$ cat config.mk
export PLATFORM = sky130hd
export DESIGN_NAME = call_scheduler
export DESIGN_NICKNAME = d
export VERILOG_FILES = /design/src/rtl/call_scheduler.sv
export SDC_FILE = /design/constraint.sdc
export NUM_CORES = 1
export LEC_CHECK = 0
export BUFFER_PORTS_ARGS = -buffer_cell sky130_fd_sc_hd__buf_4
export CAP_MARGIN = 40
export CORE_UTILIZATION = 56
export DETAILED_ROUTE_END_ITERATION = 7
export PLACE_DENSITY = 0.86
export SETUP_SLACK_MARGIN = 0.3
export SLEW_MARGIN = 10
export SYNTH_ARGS = -nofsm -noshare
export SYNTH_HDL_FRONTEND = slang
export SYNTH_SLANG_ARGS = --single-unit
$ cat constraint.sdc
create_clock -name clk -period 3.4 [get_ports clk]
set_input_delay 0.34 -clock clk [delete_from_list [all_inputs] [get_ports clk]]
set_output_delay 0.34 -clock clk [all_outputs]
set_load 0.02 [all_outputs]
$ cat src/rtl/call_scheduler.sv
// call_scheduler: SCAN-ordered elevator call latching, target selection and door dwell timing.
module call_scheduler #(
  parameter int DOOR_TICKS = 3
) (
  input  logic       clk,
  input  logic       reset,
  input  logic [2:0] call_req,
  input  logic [1:0] cur_floor,
  input  logic       door_ok,
  input  logic       alarm,
  output logic [1:0] target,
  output logic       target_valid,
  output logic [1:0] dir,
  output logic [2:0] pending,
  output logic       door_open
);
  typedef enum logic [1:0] {IDLE, MOVE, DOOR, HALT} state_t;
  state_t state_q, state_d;
  logic [2:0] pending_q, pending_d, floor_m, latch_m, pend_n;
  logic [1:0] target_q, target_d, dir_q, dir_d, pick;
  logic [3:0] timer_q, timer_d;
  logic door_st, floor_hit;
  // Keep going in dir, else reverse, else serve the current floor; from idle: here, then up, then down.
  function automatic logic [1:0] scan(input logic [1:0] d, input logic [1:0] f, input logic [2:0] p);
    logic [1:0] up, dn;
    logic here;
    up = (f == 2'd1 && p[1]) ? 2'd2 : (f != 2'd3 && f != 2'd0 && p[2]) ? 2'd3 : 2'd0;
    dn = (f == 2'd3 && p[1]) ? 2'd2 : (f >= 2'd2 && p[0]) ? 2'd1 : 2'd0;
    here = (f == 2'd1 && p[0]) || (f == 2'd2 && p[1]) || (f == 2'd3 && p[2]);
    if (d == 2'b10) return dn != 2'd0 ? dn : up != 2'd0 ? up : here ? f : 2'd0;
    if (d == 2'b01) return up != 2'd0 ? up : dn != 2'd0 ? dn : here ? f : 2'd0;
    return here ? f : up != 2'd0 ? up : dn;
  endfunction
  function automatic logic [1:0] towards(input logic [1:0] f, input logic [1:0] t);
    return t > f ? 2'b01 : t < f ? 2'b10 : 2'b00;
  endfunction
  always_comb begin
    floor_m = cur_floor == 2'd0 ? 3'b000 : 3'b001 << (cur_floor - 2'd1);
    door_st = state_q == IDLE || state_q == DOOR;
    latch_m = state_q == HALT ? 3'b000 : door_st ? call_req & ~floor_m : call_req;
    floor_hit = door_st && |(call_req & floor_m);
    pend_n = pending_q | latch_m;
    pick = scan(dir_q, cur_floor, pend_n);
    state_d = state_q;
    pending_d = pend_n;
    target_d = target_q;
    dir_d = dir_q;
    timer_d = timer_q;
    if (alarm) begin
      state_d = HALT;
      target_d = 2'd0;
      dir_d = 2'b00;
      timer_d = 4'd0;
    end else if (state_q == HALT) begin
      state_d = IDLE;
    end else if (cur_floor != 2'd0) begin
      case (state_q)
        IDLE: begin
          if (floor_hit) begin
            state_d = DOOR;
            timer_d = 4'(DOOR_TICKS);
          end else if (|pend_n) begin
            state_d = MOVE;
            target_d = pick;
            dir_d = towards(cur_floor, pick);
          end
        end
        MOVE: begin
          if (cur_floor == target_q) begin
            pending_d = pend_n & ~floor_m;
            state_d = DOOR;
            timer_d = 4'(DOOR_TICKS);
            target_d = 2'd0;
          end else begin
            target_d = pick;
            dir_d = towards(cur_floor, pick);
          end
        end
        DOOR: begin
          if (floor_hit) begin
            timer_d = 4'(DOOR_TICKS);
          end else if (door_ok && timer_q > 4'd1) begin
            timer_d = timer_q - 4'd1;
          end else if (door_ok) begin
            timer_d = 4'd0;
            state_d = |pend_n ? MOVE : IDLE;
            target_d = |pend_n ? pick : 2'd0;
            dir_d = |pend_n ? towards(cur_floor, pick) : 2'b00;
          end
        end
        default: state_d = IDLE;
      endcase
    end
  end
  always_ff @(posedge clk) begin
    if (reset) begin
      state_q <= IDLE;
      pending_q <= 3'b000;
      target_q <= 2'd0;
      dir_q <= 2'b00;
      timer_q <= 4'd0;
    end else begin
      state_q <= state_d;
      pending_q <= pending_d;
      target_q <= target_d;
      dir_q <= dir_d;
      timer_q <= timer_d;
    end
  end
  assign target = target_q;
  assign target_valid = state_q == MOVE;
  assign dir = dir_q;
  assign pending = pending_q;
  assign door_open = state_q == DOOR;
endmodule

Word-level counts from Yosys, hierarchy flattened
Cells that the tools add are included.

operators by class
  add/subtract/negate cells = 2
  $mul = 0
  div/mod/pow operators = 0
  magnitude comparators = 4
  equal/unequal tests = 24
  shift-type cells = 1
  muxes and demuxes = 61
  bitwise gates (word level) = 6
  reductions and logical operators = 27

operator list
  operator                                                                         number
  2-bit 2-to-1 mux                                                                 39
  3-bit 2-to-1 mux                                                                 8
  4-bit 2-to-1 mux                                                                 5
  2-bit case mux with 3 select lines                                               3
  2-bit != test, second input constant                                             7
  4-bit case mux with 3 select lines                                               1
  6-bit AND reduction                                                              2
  2-bit equality test, second input constant                                       5
  1-bit logical AND                                                                10
  3-bit AND                                                                        3
  9-bit AND reduction                                                              1
  4-bit by 2-bit != test with 1-bit output, second input constant                  2
  4-bit by 3-bit != test with 1-bit output, second input constant                  2
  8-bit AND reduction                                                              1
  2-bit by 1-bit equality test with 1-bit output, second input constant            3
  2-bit nonzero test                                                               3
  3-bit nonzero test                                                               2
  3-bit OR reduction                                                               2
  1-bit 2-to-1 mux                                                                 5
  5-bit by 3-bit != test with 1-bit output, second input constant                  1
  4-bit by 1-bit greater-than comparator with 1-bit output, second input constant  1
  2-bit zero test                                                                  2
  2-bit by 1-bit != test with 1-bit output, second input constant                  2
  4-bit != test, second input constant                                             1
  12 further kinds                                                                 14

word-level totals
  register bits after elaboration = 13
  latch bits = 0
  RAM bits = 0
  ROM bits = 0
  output and inout port bits = 9
  memories = 0

Depth between registers and ports, before layout
Gate-level depths: netlist (run 1).

  depth in word-level cells = 26
  depth in mapped cells = 14
  gate-level depth less buffers = 13

Least setup slack after synthesis (run 1)
Ideal clock, no wire load.

  path kind = reg-to-reg
  start = register state_q[0]
  end = register dir_q[0], in the netlist dir[0]
  library setup time = 0.065 ns
  arrival time = 2.751 ns
  required time = 3.335 ns
  slack = 0.584 ns
  cell stages (with the launch flop) = 13
  path buffers = 1
  period minus slack after synthesis = 2.816 ns
  cells stage by stage = dfxtp_1 inv_1 ha_1 buf_2 nor4b_1 o21ai_1 a31oi_1 o32ai_1 a221o_1 ha_1 a221oi_1 mux2i_1 nor2_1

between the ends
  cells in the longest elaborated chain, start to end = 22
  elaborated cells between the ends (all ways) = 55
  those cells by class = order compare (1); eq/ne (9); mux (26); bitwise (2); reduce/logical (17)

ends and longest elaborated chain
  item                                                                      RTL line    source
  start: declaration                                                        18          state_t state_q, state_d;
  start signal: assignment                                                  103         state_q <= state_d;
  2-bit equality test (*)                                                   n/a
  via door_open                                                             15          output logic door_open
  1-bit logical OR                                                          39          door_st = state_q == IDLE || state_q == DOOR;
  3-bit 2-to-1 mux (2 in a row)                                             40          latch_m = state_q == HALT ? 3'b000 : door_st ? call_req & ~floor_m : call_req;
  3-bit OR                                                                  42          pend_n = pending_q | latch_m;
  1-bit logical AND (on tied branches)                                      27, 29
  2-bit 2-to-1 mux / 1-bit logical OR (equally long branches) (2 in a row)  27, 29
  2-bit nonzero test / 2-bit 2-to-1 mux (equally long branches)             30, 31, 32
  (+5 left out)                                                             n/a
  2-bit 2-to-1 mux                                                          31          if (d == 2'b01) return up != 2'd0 ? up : dn != 2'd0 ? dn : here ? f : 2'd0;
  2-bit greater-than comparator                                             35          return t > f ? 2'b01 : t < f ? 2'b10 : 2'b00;
  2-bit 2-to-1 mux                                                          35
  2-bit 2-to-1 mux                                                          88          dir_d = |pend_n ? towards(cur_floor, pick) : 2'b00;
  2-bit 2-to-1 mux                                                          84          end else if (door_ok) begin
  2-bit 2-to-1 mux                                                          82          end else if (door_ok && timer_q > 4'd1) begin
  2-bit 2-to-1 mux                                                          80          if (floor_hit) begin
  2-bit case mux with 3 select lines                                        57          case (state_q)
  end signal: assignment                                                    106         dir_q <= dir_d;
  end: declaration                                                          20          logic [1:0] target_q, target_d, dir_q, dir_d, pick;

The timed path passes the listed nets; every way through them passes the cells marked *. The select of a mux whose other input is x is not followed.
A chain may end at the register's enable or synchronous reset.

Final worst setup path (run 1)
  start = register state_q[0]
  end = register dir_q[0], in the netlist dir[0]

between the ends
  cells in the longest elaborated chain, start to end = 22
  elaborated cells between the ends (all ways) = 55
  those cells by class = order compare (1); eq/ne (9); mux (26); bitwise (2); reduce/logical (17)

ends and longest elaborated chain
  item                                                                      RTL line    source
  2-bit equality test / 2-bit zero test (equally long branches)             39, 57
  1-bit logical OR                                                          39
  3-bit 2-to-1 mux (2 in a row)                                             40
  3-bit OR                                                                  42
  1-bit logical AND (on tied branches)                                      27, 29
  2-bit 2-to-1 mux / 1-bit logical OR (equally long branches) (2 in a row)  27, 29
  2-bit nonzero test / 2-bit 2-to-1 mux (equally long branches)             30, 31, 32
  2-bit 2-to-1 mux (3 in a row)                                             30          if (d == 2'b10) return dn != 2'd0 ? dn : up != 2'd0 ? up : here ? f : 2'd0;
  (+2 left out)                                                             n/a
  2-bit 2-to-1 mux                                                          31
  2-bit greater-than comparator                                             35
  2-bit 2-to-1 mux                                                          35
  2-bit 2-to-1 mux                                                          88
  2-bit 2-to-1 mux                                                          84
  2-bit 2-to-1 mux                                                          82
  2-bit 2-to-1 mux                                                          80
  2-bit case mux with 3 select lines                                        57

Parallel ways exist; a longest one is shown, timed or not. The select of a mux whose other input is x is not followed.

==> flow_summary.yaml, run 1 <==
grt:
  grt_pass1_vias: 1110
  grt_max_degree: 14
  gr-usage-all-layers_pct: 26.6
  antenna_found_initial: 0
  grt_pass1_wl_um: 4970
  grt_overflow: 0
cells_and_area:
  fillers: 169
  drive_above_1_share_pct: 17.1
  syn_to_final_growth_pct: 15.0
  final_cell_area_um2: 1420
  diodes: 0
  nets: 200
yosys:
  synth_ff_type: "dfxtp_1"
  synth-seq-cells: 13
  synth_top_area_cell: "dfxtp_1"
  synth-edff-count: 0
  syn_area_um2: 1230
  avgSynthCellArea_um2: 7.74
  synth_area_leaders: "dfxtp_1 21%, ha_1 15%, a211oi_1 4.3%"
  synthArstFlopShare_pct: 0
  yosys.cell_types.count: 43
  synth_top_area_share_pct: 21.1
  ys_warn_count: 0
  yosysSeqAreaShare_pct: 21.1
  syn_inst: 159
  syn_nets: 183
timing:
  hold_viol: 0
  drv_slew: 0
  worst_slack_ns: 0.473
  max_slew_margin_pct: 48.6
  period_share_pct: 86.1
  setup_viol: 0
  achievable-frequency_mhz: 342
  skew_ns: 0.00302
  layout_min_cycle_time_ns: 2.93
  holdWs_ns: 0.264
  worst_pin_slew_ns: 0.771
  grt_setup_unrepaired: "no"
  fin_tns_setup_ns: 0
floorplanning:
  rows: 16
  die_x_um: 48.9
  io_pins: 18
  initial_core_util_pct: 60.9
  die_height_um: 48.9
  fp.coreArea_um2: 2020
  dieArea_um2: 2390
critical_path:
  slowest_stage: "dfxtp_1"
  end_kind: "flop"
  slowest_delay_ns: 0.41
  cp_max_fo: 13
  cp_data_required_time_ns: 3.62
  worstSetupPathType: "flop to flop"
  ff2ff_path_depth: 11
  r2r_slack_ns: 0.47
  timing.rr.end: "dir[0]"
  path_cells: "inv_1, ha_2, nor4b_1, o21ai_1, a31oi_1, o32ai_1, a221o_1, ha_1, a221oi_1, mux2i_1, nor2_1"
  reg2reg_from: "state_q[0]"
  crit_start: "state_q[0]"
  crit_arrival_ns: 3.15
  setup.worst_path.end: "dir[0]"
  crit_path_start_kind: "flop"
route:
  ant_nets: 0
  drt_pass1_iterations: 5
  wl_per_cell_um: 15.5
  drtIter0Drc: 82
  vias: 1306
  routed_wl_um: 3120
  drc: 0
  via_per_inst: 6.47
clock_network:
  hold_buffers: 0
  clk_pin_slew_ns: 0.08
  insertion_delay_ns: 0.28
  htree_levels: 1
  ctsLongestPathBuffers: 2
  root_buffer: "clkbuf_4"
  cts_tree: "yes"
  cts.sinks: 13
  post_cts_buffers: 0
  numCtsBuffers: 3
placed_design:
  globalplace.congestion: 0.952
  dp_slack_ns: 0.357
  dp_hpwl_um: 2330
  place_area_um2: 1360
  io_buffers: 17
outcome:
  outcome: "finished, final reports clean"
worst_hold_path:
  worstHoldPathType: "input port to flop"
power:
  leakagePower_uw: 0.000584
  power.density_nw_per_um2: 375
  max-vdd-ir-drop_mv: 0.298
flow_run:
  drv_cap: 0
[worst max-delay path, delay by kind of cell, from the launching register on]
kind	cells	cell delay [ns]
AOI/OAI and AO/OA	5	1.20
adders and majority gates	2	0.59
and+or+nand+nor	2	0.42
DFF	1	0.41
buffers and inverters	1	0.13
muxes	1	0.12
[per-layer routing]
metal	global-route usage, %	up-vias	wire length, um
met3	6.54	4	217
met4	8.33	0	37
met5	0	-	0
li1	-	634	-
met1	34.2	598	1440
met2	43.5	70	1430
[stage by stage]
step           utilization, %  total power, uW  cells
6_report                 70.0              531    202
5_1_grt                  70.0              568    202
4_1_cts                  68.7              518    202
3_5_place_dp             67.4              421    198
3_3_place_gp             67.4              413    198
2_1_floorplan               -              357    159
[cells by family (layout without fill, tap and decap cells)]
logic type / after synthesis / count (layout) / synth area share [%]
mux: 3 / 3 / 2.44
simple gates: 51 / 51 / 22.3
compound gates: 57 / 57 / 31.1
flops: 13 / 13 / 21.1
buf+inv: 18 / 34 / 6.40
fa+ha+maj: 15 / 15 / 15.2
xor+xnor: 2 / 2 / 1.42
[cell usage after synthesis, types with 4 or more instances]
| cell | instances |
|---|---|
| o21ai_1 | 5 |
| a31oi_1 | 7 |
| inv_1 | 13 |
| o21ai_0 | 8 |
| a211oi_1 | 7 |
| nor2b_1 | 4 |
| nor3_1 | 7 |
| a21oi_1 | 8 |
| nand2_1 | 7 |
| ha_1 | 15 |
| nor2_1 | 12 |
| dfxtp_1 | 13 |
[cell type report]
| class | count | area [um^2] | share of cell area [%] |
|---|---|---|---|
| Tap cell | 27 | 33.8 | 2.39 |
| Timing Repair Buffer | 17 | 128 | 9.01 |
| Multi-Input combinational cell | 128 | 920 | 64.9 |
| Inverter | 13 | 48.8 | 3.45 |
| Sequential cell | 13 | 260 | 18.4 |
| Clock buffer | 4 | 26.3 | 1.86 |
[state kept, by name, summed over array words and instances, names as in the netlist]
register  cells
dir           2
state_q       2
target        2
timer_q       4
pending       3
[cells in the final DEF, fill, tap and decap left out, types with 3 or more instances in the layout]
master	n
a211oi_1	7
a21oi_1	6
a31oi_1	7
buf_4	17
clkbuf_4	3
dfxtp_1	13
ha_1	13
inv_1	13
mux2i_1	3
nand2_1	7
nand2b_1	3
nand3_1	3
nand3b_1	3
nor2_1	11
nor2b_1	4
nor3_1	7
o21ai_0	8
o21ai_1	5
o221ai_1	3
[worst min-delay path by stage]
stage / from / to / depth (start not counted)
floorplan: reset / state_q[0] / 1
global placement: timer_q[3] / timer_q[3] / 2
detailed placement: timer_q[3] / timer_q[3] / 2
CTS: reset / state_q[0] / 2
global route: reset / state_q[1] / 2
finish: reset / state_q[1] / 2
[repair_timing]
item                       CTS  global route
setup endpoints to repair    0             2
gates resized for setup      0             7
hold endpoints to repair     0             0
[power breakdown]
part / internal [uW] / switching [uW] / total (uW)
logic: 105 / 150 / 255
clock network: 45.6 / 51.1 / 96.7
registers: 165 / 15.4 / 180
total: 315 / 216 / 531
(Power assumes the default switching activity.)
==> run 2: changes to the inputs <==
CORE_UTILIZATION = 55   (was 56)
PLACE_DENSITY = 0.85   (was 0.86)
==> flow_summary.yaml, run 2 (same netlist as run 1, synthesis figures left out) <==
power:
  leakagePower_uw: 0.000595
  power.density_nw_per_um2: 379
  max-vdd-ir-drop_mv: 0.225
route:
  drt_pass1_iterations: 4
  via_per_inst: 6.44
  drc: 0
  ant_nets: 0
  wl_per_cell_um: 15.8
  drtIter0Drc: 80
  routed_wl_um: 3220
  vias: 1313
critical_path:
  cp_max_fo: 9
  slowest_stage: "a31oi_1"
  worstSetupPathType: "flop to flop"
  slowest_delay_ns: 0.41
  ff2ff_path_depth: 11
  cp_data_required_time_ns: 3.62
  r2r_slack_ns: 0.53
  path_cells: "inv_1, ha_2, o21ai_1, a31oi_1, nor2b_1, a2bb2oi_1, o22a_1, ha_1, a221oi_1, mux2i_1, nor2_1"
  reg2reg_from: "state_q[0]"
  crit_arrival_ns: 3.09
  timing.rr.end: "dir[0]"
  end_kind: "flop"
  crit_path_start_kind: "flop"
cells_and_area:
  nets: 202
  syn_to_final_growth_pct: 16.5
  diodes: 0
  layout_common_cells: "19 x buf_4, 13 x inv_1, 13 x ha_1, 13 x dfxtp_1, 11 x nor2_1"
  final_cell_area_um2: 1430
  drive_above_1_share_pct: 16.9
  final_util_pct: 70.2
  largest_register: "timer_q"
  layout_commonest_cell: "buf_4"
  stdcell_count: 204
  fillers: 180
  largest_reg_flops: 4
floorplanning:
  die_x_um: 49.3
  io_pins: 18
  initial_core_util_pct: 60.3
  fp.coreArea_um2: 2040
  rows: 16
  die_height_um: 49.3
  dieArea_um2: 2430
outcome:
  outcome: "finished, final reports clean"
timing:
  period_share_pct: 84.3
  layout_min_cycle_time_ns: 2.87
  setup_viol: 0
  hold_viol: 0
  grt_setup_unrepaired: "no"
  drv_slew: 0
  skew_ns: 0.0179
  worst_pin_slew_ns: 0.770
  fin_tns_setup_ns: 0
  achievable-frequency_mhz: 349
  max_slew_margin_pct: 48.2
grt:
  antenna_found_initial: 0
  gr-usage-all-layers_pct: 28.4
  grt_overflow: 0
  grt_pass1_vias: 1190
  grt_max_degree: 14
  grt_pass1_wl_um: 5380
worst_hold_path:
  worstHoldPathType: "input port to flop"
  hp-start: "reset"
  hold_depth: 2
  hold_end: "pending[0]"
placed_design:
  placed_cells: 200
  globalplace.congestion: 0.905
  dp_hpwl_um: 2400
  io_buffers: 17
  place_area_um2: 1380
clock_network:
  cts.sinks: 13
  ctsLongestPathBuffers: 2
  clk_pin_slew_ns: 0.10
  cts_tree: "yes"
  htree_levels: 1
  hold_buffers: 0
  insertion_delay_ns: 0.29
  root_buffer: "clkbuf_4"
  numCtsBuffers: 3
flow_run:
  drv_cap: 0
==> run 2: cell types whose count changed in the layout (fill, tap and decap cells not counted) <==
cell     previous run  this run
a21oi_1             6         8
a21oi_2             2         0
buf_4              17        19
ha_2                2         1
ha_4                0         1
==> run 2: layer usage <==
metal	GRT usage [%]	vias up	wire, um	share of wire [%]
li1	-	638	-	-
met1	38.8	605	1470	46
met2	44.7	66	1470	46
met3	3.74	4	250	7.8
met4	10.8	0	35	1.1
met5	0	-	0	0
==> run 2: worst max-delay path by stage <==
stage,start,end,slack [ns],cells after the start
2_1_floorplan,state_q[0],dir[0],0.58,12
3_3_place_gp,state_q[0],dir[0],0.57,11
3_5_place_dp,state_q[0],dir[0],0.42,11
4_1_cts,state_q[0],dir[0],0.37,11
5_1_grt,state_q[0],dir[0],0.31,11
6_report,state_q[0],dir[0],0.53,11
==> run 2: what timing repair did <==
action,4_1_cts,5_1_grt
buffers inserted,0,0
gates resized for setup,0,6
hold endpoints to repair,0,0
setup endpoints to repair,0,2
==> run 2: metrics by stage <==
step | total power [uW] | hold WS, ns | worst slack (ns)
final | 544 | 0.253 | 0.533
after floorplan | 357 | 0.409 | 0.584
after detailed placement | 426 | 0.491 | 0.422
after CTS | 531 | 0.258 | 0.371
after global routing | 578 | 0.254 | 0.315
after global placement | 418 | 0.498 | 0.572
==> run 2: cell type report <==
cell class	instances	area, um^2	share of cell area (%)
Inverter	13	48.8	3.40
Timing Repair Buffer	19	143	9.95
Sequential cell	13	260	18.2
Multi-Input combinational cell	128	922	64.3
Clock buffer	4	26.3	1.83
Tap cell	27	33.8	2.36
==> run 2: worst max-delay path: cells and delay by family (launching register included) <==
kind	cells	cell delay (ns)
buffers and inverters	1	0.19
adder cells (fa/ha/maj)	2	0.64
multiplexers	1	0.12
AO/OA/AOI/OAI	5	1.21
flip-flops	1	0.37
AND/OR/NAND/NOR	2	0.26
==> run 2: report_power, final <==
part	internal (uW)	switching (uW)	total (uW)
Sequential	165	16.4	181
Clock	45.6	60.1	106
Combinational	108	149	257
